**config.mk**
```make
export PLATFORM = sky130hd
export DESIGN_NAME = imem_loader_flat
export DESIGN_NICKNAME = d
export VERILOG_FILES = /design/src/rtl/imem_loader_if.sv /design/src/rtl/imem_loader.sv /design/src/flat_wrapper.sv
export SDC_FILE = /design/constraint.sdc
export NUM_CORES = 1
export LEC_CHECK = 0
export CORE_MARGIN = 1.5
export CORE_UTILIZATION = 45
export DETAILED_ROUTE_END_ITERATION = 7
export GPL_ROUTABILITY_DRIVEN = 0
export GPL_TIMING_DRIVEN = 1
export PLACE_DENSITY = 0.78
export SLEW_MARGIN = 20
export SYNTH_ARGS = -nofsm -noshare
export SYNTH_HDL_FRONTEND = slang
export SYNTH_SLANG_ARGS = --single-unit
```
**constraint.sdc**
```tcl
create_clock -name clk -period 3.2 [get_ports clk]
set_input_delay 0.32 -clock clk [delete_from_list [all_inputs] [get_ports clk]]
set_output_delay 0.32 -clock clk [all_outputs]
set_load 0.03 [all_outputs]
```
**src/rtl/imem_loader_if.sv**
```systemverilog
// Stream-in and memory-write bus of the instruction memory loader.
// Stream handshake: a byte moves from source to loader on a rising clk edge
// where in_valid && in_ready are both high; the source holds in_byte stable
// while in_valid is high and not yet accepted, and in_ready never depends
// combinationally on in_valid.
// Write port: one word is written on every rising edge where wr_en is high.
interface imem_loader_if #(
    parameter int ADDR_W = 5,
    parameter int DATA_W = 32
);
    logic [7:0]        in_byte;
    logic              in_valid;
    logic              in_ready;
    logic              wr_en;
    logic [ADDR_W-1:0] wr_addr;
    logic [DATA_W-1:0] wr_data;

    // Loader side: consumes the stream, drives the memory write port.
    modport master (
        input  in_byte, in_valid,
        output in_ready, wr_en, wr_addr, wr_data
    );

    // Environment side: byte source plus instruction memory.
    modport slave (
        output in_byte, in_valid,
        input  in_ready, wr_en, wr_addr, wr_data
    );
endinterface

```
**src/rtl/imem_loader.sv**
```systemverilog
// imem_loader: packs a byte stream (MSB first) into 32-bit instructions and
// writes DEPTH words to instruction memory starting at address 0, holding
// the CPU stalled while the load runs.
// Optional feature: IMEM_LOADER_CHECKSUM_EN adds a trailing XOR checksum
// byte after the last word; a mismatch raises err together with done.
module imem_loader #(
    parameter int ADDR_W = 5,
    parameter int DEPTH  = 32,
    parameter int DATA_W = 32
) (
    input  logic         clk,
    input  logic         rst_n,
    input  logic         start,
    imem_loader_if.master bus,
    output logic         busy,
    output logic         done,
    output logic         cpu_stall,
    output logic         err,
    output logic [2:0]   dbg_state
);

    typedef enum logic [2:0] {
        S_IDLE  = 3'd0,
        S_RECV  = 3'd1,
        S_WRITE = 3'd2,
        S_CHK   = 3'd3,
        S_DONE  = 3'd4
    } state_t;

    state_t            state;
    state_t            state_nxt;
    logic [DATA_W-1:0] word;
    logic [1:0]        byte_cnt;
    logic [ADDR_W-1:0] wr_addr;
    logic              done_q;
    logic              accept;
    logic              last_word;
    logic              start_ok;

    assign accept    = bus.in_valid && bus.in_ready;
    assign last_word = (wr_addr == ADDR_W'(DEPTH - 1));
    assign start_ok  = start && ((state == S_IDLE) || (state == S_DONE));

    // Outputs decoded from state; all are 0 in IDLE, which reset selects.
    assign bus.in_ready = (state == S_RECV) || (state == S_CHK);
    assign bus.wr_en    = (state == S_WRITE);
    assign bus.wr_addr  = wr_addr;
    assign bus.wr_data  = word;
    assign busy         = (state == S_RECV) || (state == S_WRITE) || (state == S_CHK);
    assign cpu_stall    = busy;
    assign done         = done_q;
    assign dbg_state    = state;

    // State register.
    always_ff @(posedge clk or negedge rst_n) begin
        if (!rst_n) state <= S_IDLE;
        else        state <= state_nxt;
    end

    // Next-state logic: RECV collects 4 bytes, WRITE stores one word.
    always_comb begin
        state_nxt = state;
        case (state)
            S_IDLE, S_DONE: begin
                if (start) state_nxt = S_RECV;
            end
            S_RECV: begin
                if (accept && (byte_cnt == 2'd3)) state_nxt = S_WRITE;
            end
            S_WRITE: begin
                if (last_word) begin
`ifdef IMEM_LOADER_CHECKSUM_EN
                    state_nxt = S_CHK;
`else
                    state_nxt = S_DONE;
`endif
                end else begin
                    state_nxt = S_RECV;
                end
            end
            S_CHK: begin
                if (accept) state_nxt = S_DONE;
            end
            default: state_nxt = S_IDLE;
        endcase
    end

    // Datapath: byte packing, write address, done flag.
    always_ff @(posedge clk or negedge rst_n) begin
        if (!rst_n) begin
            word     <= '0;
            byte_cnt <= '0;
            wr_addr  <= '0;
            done_q   <= 1'b0;
        end else begin
            if (start_ok) begin
                wr_addr  <= '0;
                byte_cnt <= '0;
                done_q   <= 1'b0;
            end
            if ((state == S_RECV) && accept) begin
                word     <= {word[DATA_W-9:0], bus.in_byte};
                byte_cnt <= byte_cnt + 2'd1;
            end
            if (state == S_WRITE) begin
                byte_cnt <= '0;
                // Address saturates at the last word instead of wrapping.
                if (!last_word) wr_addr <= wr_addr + 1'b1;
`ifndef IMEM_LOADER_CHECKSUM_EN
                if (last_word) done_q <= 1'b1;
`endif
            end
`ifdef IMEM_LOADER_CHECKSUM_EN
            if ((state == S_CHK) && accept) done_q <= 1'b1;
`endif
        end
    end

`ifdef IMEM_LOADER_CHECKSUM_EN
    logic [7:0] xor_acc;
    logic       err_q;

    // Running XOR of data bytes; the trailing byte is checked against it.
    always_ff @(posedge clk or negedge rst_n) begin
        if (!rst_n) begin
            xor_acc <= '0;
            err_q   <= 1'b0;
        end else begin
            if (start_ok) begin
                xor_acc <= '0;
                err_q   <= 1'b0;
            end
            if ((state == S_RECV) && accept) xor_acc <= xor_acc ^ bus.in_byte;
            if ((state == S_CHK) && accept)  err_q   <= (bus.in_byte != xor_acc);
        end
    end

    assign err = err_q;
`else
    assign err = 1'b0;
`endif

endmodule

```
**src/flat_wrapper.sv**
```systemverilog
// flat-port wrapper written by rule: the top's interface ports become plain ports
module imem_loader_flat 
#(
    parameter int ADDR_W = 5,
    parameter int DEPTH  = 32,
    parameter int DATA_W = 32
)
  (clk, rst_n, start, busy, done, cpu_stall, err, dbg_state, bus_in_byte, bus_in_valid, bus_in_ready, bus_wr_en, bus_wr_addr, bus_wr_data);
  imem_loader_if #(.ADDR_W(ADDR_W), .DATA_W(DATA_W)) bus_i ();
  input  logic clk;
  input  logic rst_n;
  input  logic start;
  output logic busy;
  output logic done;
  output logic cpu_stall;
  output logic err;
  output logic [2:0] dbg_state;
  input wire logic [$bits(bus_i.in_byte)-1:0] bus_in_byte;
  input wire logic [$bits(bus_i.in_valid)-1:0] bus_in_valid;
  output wire logic [$bits(bus_i.in_ready)-1:0] bus_in_ready;
  output wire logic [$bits(bus_i.wr_en)-1:0] bus_wr_en;
  output wire logic [$bits(bus_i.wr_addr)-1:0] bus_wr_addr;
  output wire logic [$bits(bus_i.wr_data)-1:0] bus_wr_data;
  assign bus_i.in_byte = bus_in_byte;
  assign bus_i.in_valid = bus_in_valid;
  assign bus_in_ready = bus_i.in_ready;
  assign bus_wr_en = bus_i.wr_en;
  assign bus_wr_addr = bus_i.wr_addr;
  assign bus_wr_data = bus_i.wr_data;
  imem_loader #(.ADDR_W(ADDR_W), .DEPTH(DEPTH), .DATA_W(DATA_W)) u_core (.clk(clk), .rst_n(rst_n), .start(start), .bus(bus_i), .busy(busy), .done(done), .cpu_stall(cpu_stall), .err(err), .dbg_state(dbg_state));
endmodule
```
[Word level (Yosys, flattened, before mapping)]
Index checks and enable logic that the tools add are counted.
Cells by class
  add/sub/neg operators: 2
  eq/ne operators: 9
  mux-type cells: 14
  reduce and logical (&&, ||, !) cells: 12
Operators by type and width (number)
  5-bit two-way mux: 3
  3-bit two-way mux: 4
  3-bit one-hot mux with 4 select lines: 1
  3-bit by 2-bit == test with 1-bit output (second input constant): 2
  2-bit two-way mux: 3
  5-bit by 1-bit adder with 5-bit output (second input constant): 1
  5-bit == test (second input constant): 1
  1-bit logical AND: 4
  1-bit logical OR: 4
  2-bit != test (second input constant): 2
  3-bit by 1-bit == test with 1-bit output (second input constant): 1
  3-bit == test (second input constant): 1
  3-bit zero test: 1
  1-bit two-way mux: 3
  3-bit AND reduction: 1
  3-bit nonzero test: 1
  2-bit by 1-bit adder with 2-bit output (second input constant): 1
  2-bit == test (second input constant): 1
  2-bit by 1-bit != test with 1-bit output (second input constant): 1
  2-bit OR reduction: 1
Word-level totals
  register bits: 43
  bits of input ports: 12
  output and inout port bits: 46

[Logic depth before layout (Yosys ltp)]
Gate-level depths: netlist of the first run.
  word-level depth: 6
  gate-level depth with buffers: 6
  depth with buffers taken out: 6

[Worst setup path after synthesis of the first run]
OpenSTA, ideal clock, no wires.
  path kind: reg-to-reg
  from: register u_core.wr_addr[0], in the netlist u_core.bus.wr_addr[0]
  to: register u_core.wr_addr[0], in the netlist u_core.bus.wr_addr[0]
  setup time: 0.125 ns
  arrival: 1.876 ns
  data required time: 3.075 ns
  slack: 1.199 ns
  stages on the path, launching flop included: 7
  buffers on the path: 0
  period minus slack after synthesis: 2.001 ns
  path through: dfrtp_1 -> ha_1 -> and3_1 -> ha_1 -> nor4b_4 -> a21oi_2 -> mux2_2
Between the ends
  longest elaborated chain between the ends: 3
  elaborated cells between the ends (all ways): 5
Ends and longest elaborated chain
  from (decl): RTL line imem_loader.sv:34  | logic [ADDR_W-1:0] wr_addr;
  from (signal assigned): RTL line imem_loader.sv:108  | if (!last_word) wr_addr <= wr_addr + 1'b1;
  5-bit by 1-bit adder with 5-bit output, or another cell as far along: RTL line imem_loader.sv:108
  5-bit two-way mux: RTL line imem_loader.sv:108
  5-bit two-way mux (*): RTL line imem_loader.sv:105  | if (state == S_WRITE) begin
Mark *: on every way between the ends. The rest lies on a longest branch, timed or not.
A chain may end at the register's enable or synchronous reset.

[Worst setup path after layout of the first run]
  from: register u_core.state[1], in the netlist u_core.dbg_state[1]
  to: output bus_wr_en
Between the ends
  longest elaborated chain between the ends: 1
Ends and longest elaborated chain
  from (decl): RTL line imem_loader.sv:30  | state_t state;
  from (signal assigned): RTL line imem_loader.sv:57  | else state <= state_nxt;
  3-bit by 2-bit == test with 1-bit output: RTL line imem_loader.sv:46  | assign bus.wr_en = (state == S_WRITE);
  to (decl): RTL line flat_wrapper.sv:21  | output wire logic [$bits(bus_i.wr_en)-1:0] bus_wr_en;
Every way passes these cells.

==> results of run 1 <==
## critical path, cell delays in order, from the launching register on
cell and delay, ns:
dfrtp_1 0.55, or3b_2 0.52, inv_1 0.10, clkdlybuf4s50_1 0.66
## metrics by stage
stage | cells | instance area [µm²] | setup WS [ns]
after floorplan | 193 | 1805 | 1.199
after global placement | 287 | 2369 | 1.094
after detailed placement | 287 | 2369 | 1.078
after CTS | 295 | 2450 | 0.7503
after global routing | 295 | 2450 | 0.7038
final | 295 | 2450 | 0.7554
## kinds of logic (layout without fill, tap and decap cells)
| kind of cell | Yosys count | in the layout | synth area share [%] |
|---|---|---|---|
| compound gates | 10 | 10 | 3.742 |
| fa+ha+maj | 3 | 3 | 2.079 |
| buf+inv | 15 | 69 | 4.158 |
| flops | 43 | 43 | 59.60 |
| mux | 4 | 4 | 2.287 |
| other cells | 1 | 1 | 0.2077 |
| simple gates | 117 | 117 | 27.93 |
## placed cells by master (no fill, tap or decap), drive strengths merged, types with 2 or more instances in the layout
cell,synthesis,routed
a21oi,2,2
o21ai,3,3
a22o,3,3
buf,9,2
nand2,103,103
mux2i,3,3
clkbuf,2,7
clkdlybuf4s50,0,55
dfrtp,43,43
or3b,2,2
ha,3,3
nor2,2,2
nand4,2,2
inv,4,4
## cell type report
class | count | area (µm²) | area share [%]
sequential | 43 | 1076 | 43.92
multi-input combinational | 135 | 654.4 | 26.71
inverter | 4 | 15.01 | 0.6129
clock buffer | 7 | 76.32 | 3.115
tap | 48 | 60.06 | 2.451
clock inverter | 1 | 5.005 | 0.2043
timing repair buffer | 57 | 563.0 | 22.98
## where the power goes
part           switching, mW  internal [mW]
registers              0.164          0.741
logic                  0.745          0.482
clock network          0.172          0.153
## flip-flops by register name, summed over array words and instances (netlist names)
signal,flops
u_core.byte_cnt,2
u_core.done,1
u_core.dbg_state,3
u_core.bus.wr_addr,5
u_core.bus.wr_data,32
## metal layers
| metal | vias up | GRT usage [%] | wire [µm] |
|---|---|---|---|
| li1 | 712 | - | - |
| met1 | 633 | 24.11 | 1732 |
| met2 | 36 | 30.13 | 1672 |
| met3 | 7 | 3.578 | 145 |
| met4 | 0 | 10.20 | 83 |
| met5 | - | 0 | 0 |
## final timing paths
kind | endpoint | slack (ns) | depth (start not counted)
worst max-delay path | bus_wr_en | 0.76 | 3
min in group clk | u_core.bus.wr_data[27] | 0.48 | 2
max in group asynchronous | u_core.bus.wr_data[9] | 2.49 | 1
worst min register to register | u_core.bus.wr_data[27] | 0.48 | 2
worst max register to register | u_core.bus.wr_addr[0] | 1.13 | 6
worst min-delay path | u_core.bus.wr_data[1] | 0.15 | 1
==> impl_metrics.tcl, run 1 <==
set metrics [dict create \
    outcome "finished clean" \
    grt_use_total_pct 18.87 \
    slew_headroom_pct 39.96 \
    syn_area_per_cell_um2 9.355 \
    post_cts_buffers 0 \
    reg2reg_from "u_core.bus.wr_addr[0]" \
    fmax_ghz 0.4091 \
    wire_per_inst_um 12.32 \
    cts_resized 0 \
    p_leak_nw 1.214 \
    cts.sinks 43 \
    area_growth_pct 35.69 \
    worst_hold_slack_ns 0.1481 \
    cp_data_required_time_ns 2.88 \
    end_kind "primary output" \
    drtAntennaViolNets 0 \
    synth_edf_count 0 \
    seq_area_frac_synth_pct 59.60 \
    p_per_area_mw_per_mm2 1003 \
    clockBufferDepth 2 \
    cts_root_buf "clkbuf_8" \
    cts_buffers 5 \
    min_period_over_period_pct 76.39 \
    antenna_found_initial 0 \
    hold_path_class "in -> async" \
    finalCriticalPeriod_ns 2.445 \
    layout.nets 261 \
    worst_ep_arrival_time_ns 2.12 \
    yosys_warnings 0 \
    vias_per_cell 4.705 \
    io_pins 58 \
    yosysMostFrequentCell "nand2_1" \
    die_h_um 66.34 \
    critPathLaunch "u_core.dbg_state[1]" \
    postSynthCellCount 193 \
    setup_viol 0 \
    start_kind "register" \
    grt_pass1_wl_um 6161 \
    synth_top_cell_area_share_pct 59.60 \
    synth_cell_types 27 \
    place_hpwl_um 2491 \
    grt_pass1_vias 1375 \
    overflow 0 \
    ys_top_cells_by_area "dfrtp_1 (60%), nand2_1 (21%), ha_1 (2.1%)" \
    netlist_area_mm2 0.001805 \
    io_buffers 56 \
    drc_errors 0 \
    h-tree-depth 2 \
    fin_skew_ns 0.006063 \
    drive_gt1_share_pct 5.668 \
    num-fill-cells 328 \
    worst_pin_slew_ns 0.9006 \
    vias 1388 \
    finalHoldViolCount 0 \
    grt_max_degree 44 \
    yosys-top-cells-count "nand2_1 (103), dfrtp_1 (43), buf_2 (6), inv_1 (4)" \
    totalPowerFinal_mw 2.458 \
    yosys.area.top_type "dfrtp_1" \
    first_pass_iters 4 \
    drv_cap 0 \
    synth.ff_latch_count 43 \
    slew_viol_final 0 \
    worstSetupPathType "reg -> out" \
    cts_tree "done" \
    drt_wl_total_um 3633 \
    syn_nets 208 \
    rows 22 \
    finalCoreUtilization_pct 65.44 \
    path_clk_slew_ns 0.07 \
    dieArea_mm2 0.004401 \
    rsz0062_at_grt "false" \
    cp_max_fo 13 \
    ir_worst_vdd_uv 472.8 \
    fp.dieW_um 66.34 \
    postCtsHoldBufs 0 \
    antenna_cells 0 \
    synth-async-reset-ratio_pct 100.0 \
    start_util_pct 48.23 \
    fin_tns_setup_ns 0 \
    worst_skew_pair.late_latency_ns 0.30 \
    synth_ff_type "dfrtp_1" \
    drtIter0Drc 89 \
    core_mm2 0.003744 \
]
Note: power is estimated with default switching activity, not from simulation.
==> run 2, diff against run 1 <==
==> constraint.sdc (replaced) <==
create_clock -name clk -period 2.45 [get_ports clk]
set_input_delay 0.245 -clock clk [delete_from_list [all_inputs] [get_ports clk]]
set_output_delay 0.245 -clock clk [all_outputs]
set_load 0.03 [all_outputs]
==> run 2 against run 1 <==
Effect of this change:
- first-iteration DRC count up 49%
- cell area rose by 1.2%
- count of clock-buffer cells in the layout stayed put
- power increased by 33%
- utilization increased by 0.77 points
- sequential cell count unchanged
- clock power up 43%
- largest cell class unchanged
==> impl_metrics.tcl, run 2 (same netlist as run 1, synthesis figures left out) <==
set metrics [dict create \
    first_pass_iters 4 \
    area_growth_pct 37.28 \
    cp_data_required_time_ns 2.20 \
    cts.sinks 43 \
    fp.dieW_um 66.34 \
    cp_max_fo 13 \
    layout.nets 263 \
    p_per_area_mw_per_mm2 1319 \
    place_area_mm2 0.002384 \
    io_pins 58 \
    antenna_found_initial 0 \
    cts_root_buf "clkbuf_8" \
    fin_skew_ns 0.008188 \
    vias 1410 \
    drc_errors 0 \
    start_kind "register" \
    die_h_um 66.34 \
    drv_cap 0 \
    end_kind "primary output" \
    rsz0062_at_grt "false" \
    ir_worst_vdd_uv 698.2 \
    setup_viol 0 \
    slew_viol_final 0 \
    cts_tree "done" \
    slew_headroom_pct 39.74 \
    dieArea_mm2 0.004401 \
    drtAntennaViolNets 0 \
    p_leak_nw 1.230 \
    worstSetupPathType "reg -> out" \
    totalPowerFinal_mw 3.268 \
    overflow 0 \
    drive_gt1_share_pct 6.827 \
    final_common_cell "nand2_1" \
    num-fill-cells 336 \
    grt_use_total_pct 18.24 \
    min_period_over_period_pct 97.31 \
    clockBufferDepth 2 \
    postCtsHoldBufs 0 \
    vias_per_cell 4.747 \
    final_cell_mix "nand2_1 (103), clkdlybuf4s50_1 (55), dfrtp_1 (43)" \
    fmax_ghz 0.4194 \
    rows 22 \
    grt_pass1_vias 1224 \
    cts_resized 0 \
    hold_path_class "in -> async" \
    worst_pin_slew_ns 0.9039 \
    drt_wl_total_um 3681 \
    drtIter0Drc 133 \
    worst_skew_pair.late_latency_ns 0.29 \
    cts_buffers 5 \
    antenna_cells 0 \
    place_hpwl_um 2449 \
    path_clk_slew_ns 0.08 \
    grt_pass1_wl_um 6023 \
    worstRegToRegCells 6 \
    fin_tns_setup_ns 0 \
    finalHoldViolCount 0 \
    h-tree-depth 2 \
    largest_reg_flops 32 \
    post_cts_buffers 0 \
    design_area_mm2 0.002479 \
    start_util_pct 48.23 \
    wire_per_inst_um 12.39 \
    finalCriticalPeriod_ns 2.384 \
    io_buffers 56 \
    grt_max_degree 44 \
    worst_ep_arrival_time_ns 2.14 \
    outcome "finished clean" \
    core_mm2 0.003744 \
]
## run 2: changes by cell type in the layout (fill, tap and decap cells not counted)
| cell | change |
|---|---|
| clkinv_4 | +1 |
| clkinv_2 | -1 |
| buf_4 | +2 |
| clkbuf_8 | +1 |
| clkbuf_1 | -1 |
## run 2: critical path: stages, from the launching register on
cell,delay (ns)
dfrtp_1,0.56
or3b_2,0.52
inv_1,0.10
clkdlybuf4s50_1,0.67
## run 2: final cells by class
type,count,area (µm²),area share (%)
clock buffers,7,86.33,3.483
multi-input cells,135,654.4,26.40
clock inverters,1,8.758,0.3534
repair buffers,59,578.1,23.32
flip-flops and latches,43,1076,43.41
inverters,4,15.01,0.6058
well taps,48,60.06,2.423
## run 2: power breakdown
part,switching (mW),total [mW],internal (mW),leakage [nW]
Sequential,0.218,1.19,0.967,0.555
Clock,0.234,0.465,0.231,0.0484
Combinational,0.975,1.62,0.643,0.627
Total,1.43,3.27,1.84,1.23
## run 2: final timing paths
kind	startpoint	to	slack, ns
max in group asynchronous	rst_n	u_core.dbg_state[1]	1.80
min in group clk	bus_in_byte[5]	u_core.bus.wr_data[5]	0.47
worst min register to register	u_core.bus.wr_data[27]	u_core.bus.wr_data[27]	0.48
worst max-delay path	u_core.dbg_state[1]	bus_wr_en	0.07
worst max register to register	u_core.bus.wr_addr[0]	u_core.bus.wr_addr[0]	0.37
worst min-delay path	rst_n	u_core.bus.wr_addr[3]	0.07
## run 2: metal layers
layer	share of wire, %	up-vias	routed length, µm	global-route usage (%)
li1	-	715	-	-
met1	47	655	1747	26.19
met2	47	34	1737	26.38
met3	4.0	6	146	5.111
met4	1.3	0	49	6.378
met5	0	-	0	0
## run 2: stage by stage
step	setup slack (ns)	std cells	utilization, %	hold WS [ns]
after CTS	0.07021	297	66.21	0.1158
after global placement	0.4382	289	63.67	0.4405
after floorplan	0.4490	193	-	-0.05059
after global routing	0.005908	297	66.21	0.1402
after detailed placement	0.4077	289	63.67	0.4352
final	0.06582	297	66.21	0.07266
==> run 3, diff against run 2 <==
--- a/config.mk
+++ b/config.mk
@@ -5,12 +5,15 @@
 export SDC_FILE = /design/constraint.sdc
 export NUM_CORES = 1
 export LEC_CHECK = 0
+export CELL_PAD_IN_SITES_DETAIL_PLACEMENT = 0
+export CELL_PAD_IN_SITES_GLOBAL_PLACEMENT = 1
 export CORE_MARGIN = 1.5
-export CORE_UTILIZATION = 45
+export CORE_UTILIZATION = 34
 export DETAILED_ROUTE_END_ITERATION = 7
 export GPL_ROUTABILITY_DRIVEN = 0
 export GPL_TIMING_DRIVEN = 1
-export PLACE_DENSITY = 0.78
+export PLACE_DENSITY_LB_ADDON = 0.1
+export SKIP_LAST_GASP = 1
 export SLEW_MARGIN = 20
 export SYNTH_ARGS = -nofsm -noshare
 export SYNTH_HDL_FRONTEND = slang
==> run 3 against run 2 <==
Effect of this change:
- sequential power about the same
- sequential cell count unchanged
- largest cell class unchanged
- critical endpoint unchanged
- non-clock buffer count increased by 2
==> impl_metrics.tcl, run 3 (same netlist as run 1, synthesis figures left out) <==
set metrics [dict create \
    first_pass_iters 4 \
    start_util_pct 35.35 \
    r2r_end "u_core.bus.wr_addr[0]" \
    hold_path_class "in -> async" \
    drc_errors 0 \
    final_cell_mix "nand2_1 (103), clkdlybuf4s50_1 (55), dfrtp_1 (43)" \
    final_common_cell "nand2_1" \
    crit_path_cell_trace "or3b_2 -> inv_1 -> clkdlybuf4s50_1" \
    drive_gt1_share_pct 6.800 \
    layout.nets 265 \
    cts_resized 0 \
    max_stage_delay_ns 0.67 \
    finalNonFillerCells 320 \
    path_buf_inv 2 \
    met2_usage_pct 22.71 \
    min_period_over_period_pct 94.05 \
    placed_cells_incl_taps 312 \
    overflow 0 \
    reg2reg_slack_ns 0.44 \
    num-fill-cells 507 \
    area_growth_pct 40.19 \
    path_clk_slew_ns 0.08 \
    start_kind "register" \
    clockBufferDepth 2 \
    io_pins 58 \
    vias_per_cell 4.403 \
    cts_tree "done" \
    post_cts_buffers 0 \
    p_per_area_mw_per_mm2 1314 \
    top_usage_layer "met2" \
    cts.sinks 43 \
    cp_max_fo 9 \
    slew_viol_final 0 \
    antenna_cells 0 \
    worst_ep_arrival_time_ns 2.06 \
    vias 1409 \
    ir_worst_vdd_uv 580.9 \
    fmax_ghz 0.4340 \
    largest_reg_flops 32 \
    drtAntennaViolNets 0 \
    p_leak_nw 1.242 \
    drt_wl_total_um 3954 \
    core_mm2 0.005107 \
    grt.met1_usage_pct 21.41 \
    wire_per_inst_um 12.36 \
    critPathSlowestCell "clkdlybuf4s50_1" \
    cts_root_buf "clkbuf_8" \
    finalCriticalPeriod_ns 2.304 \
    cp_data_required_time_ns 2.20 \
    worstRegToRegCells 6 \
    fin_tns_setup_ns 0 \
    dieArea_mm2 0.005756 \
    place_hpwl_um 2646 \
    worst_skew_pair.late_latency_ns 0.29 \
    end_kind "primary output" \
    grt_pass1_wl_um 6458 \
    drv_cap 0 \
    drtIter0Drc 83 \
    rows 26 \
    multi_input_area_um2 654.4 \
    die_h_um 75.87 \
    h-tree-depth 2 \
    reg2reg_from "u_core.bus.wr_addr[0]" \
    use_met3_pct 4.365 \
    grt_max_degree 35 \
    rsz0062_at_grt "false" \
    grt_pass1_vias 1335 \
    totalPowerFinal_mw 3.326 \
    finalHoldViolCount 0 \
    seq_area_mm2 0.001076 \
    antenna_found_initial 0 \
    crit_family "buffers and inverters" \
    worst_hold_slack_ns 0.4306 \
    setup_viol 0 \
    grt_use_total_pct 15.39 \
    worstSetupPathType "reg -> out" \
    io_buffers 56 \
    cts_buffers 5 \
    fp.dieW_um 75.87 \
    outcome "finished clean" \
    fin_skew_ns 0.004568 \
]
## run 3: cell types whose count changed in the layout (fill, tap and decap cells not counted)
cell,delta
buf_4,+1
bufinv_16,+1
clkbuf_8,-1
clkinv_4,-1
dlygate4sd3_1,+1
## run 3: layout make-up
cell class	instances	share of cell area, %
flip-flops and latches	43	42.51
multi-input cells	135	25.85
repair buffers	61	23.53
well taps	70	3.460
clock buffers	6	2.867
clock inverters	1	1.186
inverters	4	0.5932
## run 3: worst max-delay path by stage
stage / start / endpoint / cells after the start
2_1_floorplan: u_core.bus.wr_addr[0] / u_core.bus.wr_addr[0] / 6
3_3_place_gp: u_core.dbg_state[0] / bus_wr_en / 3
3_5_place_dp: u_core.bus.wr_addr[0] / u_core.bus.wr_addr[0] / 6
4_1_cts: u_core.dbg_state[0] / bus_wr_en / 3
5_1_grt: u_core.dbg_state[0] / bus_wr_en / 3
6_report: u_core.dbg_state[0] / bus_wr_en / 3
## run 3: repair_timing
action,in CTS,in global routing
hold buffers,1,0
endpoints found under the setup margin,0,0
endpoints found under the hold margin,17,0
## run 3: report_power, final
group | switching (mW) | total [mW] | leakage, nW | internal (mW)
logic | 0.979 | 1.62 | 0.636 | 0.641
registers | 0.208 | 1.18 | 0.555 | 0.968
clock network | 0.230 | 0.529 | 0.0513 | 0.299
total | 1.42 | 3.33 | 1.24 | 1.91
## run 3: worst register-to-register path, stage by stage (launching register included)
cell and delay (ns):
dfrtp_1 0.41, ha_1 0.23, and3_1 0.19, ha_1 0.25, nor4b_4 0.42, a21oi_2 0.11, mux2_2 0.28
## run 3: stage by stage
stage	setup slack [ns]	cell area, µm²	utilization, %
after global routing	0.07055	2531	49.56
after global placement	0.4609	2419	47.35
final	0.1457	2531	49.56
after floorplan	0.4490	1805	-
after detailed placement	0.4381	2419	47.35
after CTS	0.1284	2531	49.56
## run 3: per-layer routing
layer,wire length (µm),part of all wire (%),vias to the layer above
li1,-,-,717
met1,2003,51,645
met2,1689,43,41
met3,204,5.2,6
met4,57,1.4,0
met5,0,0,-
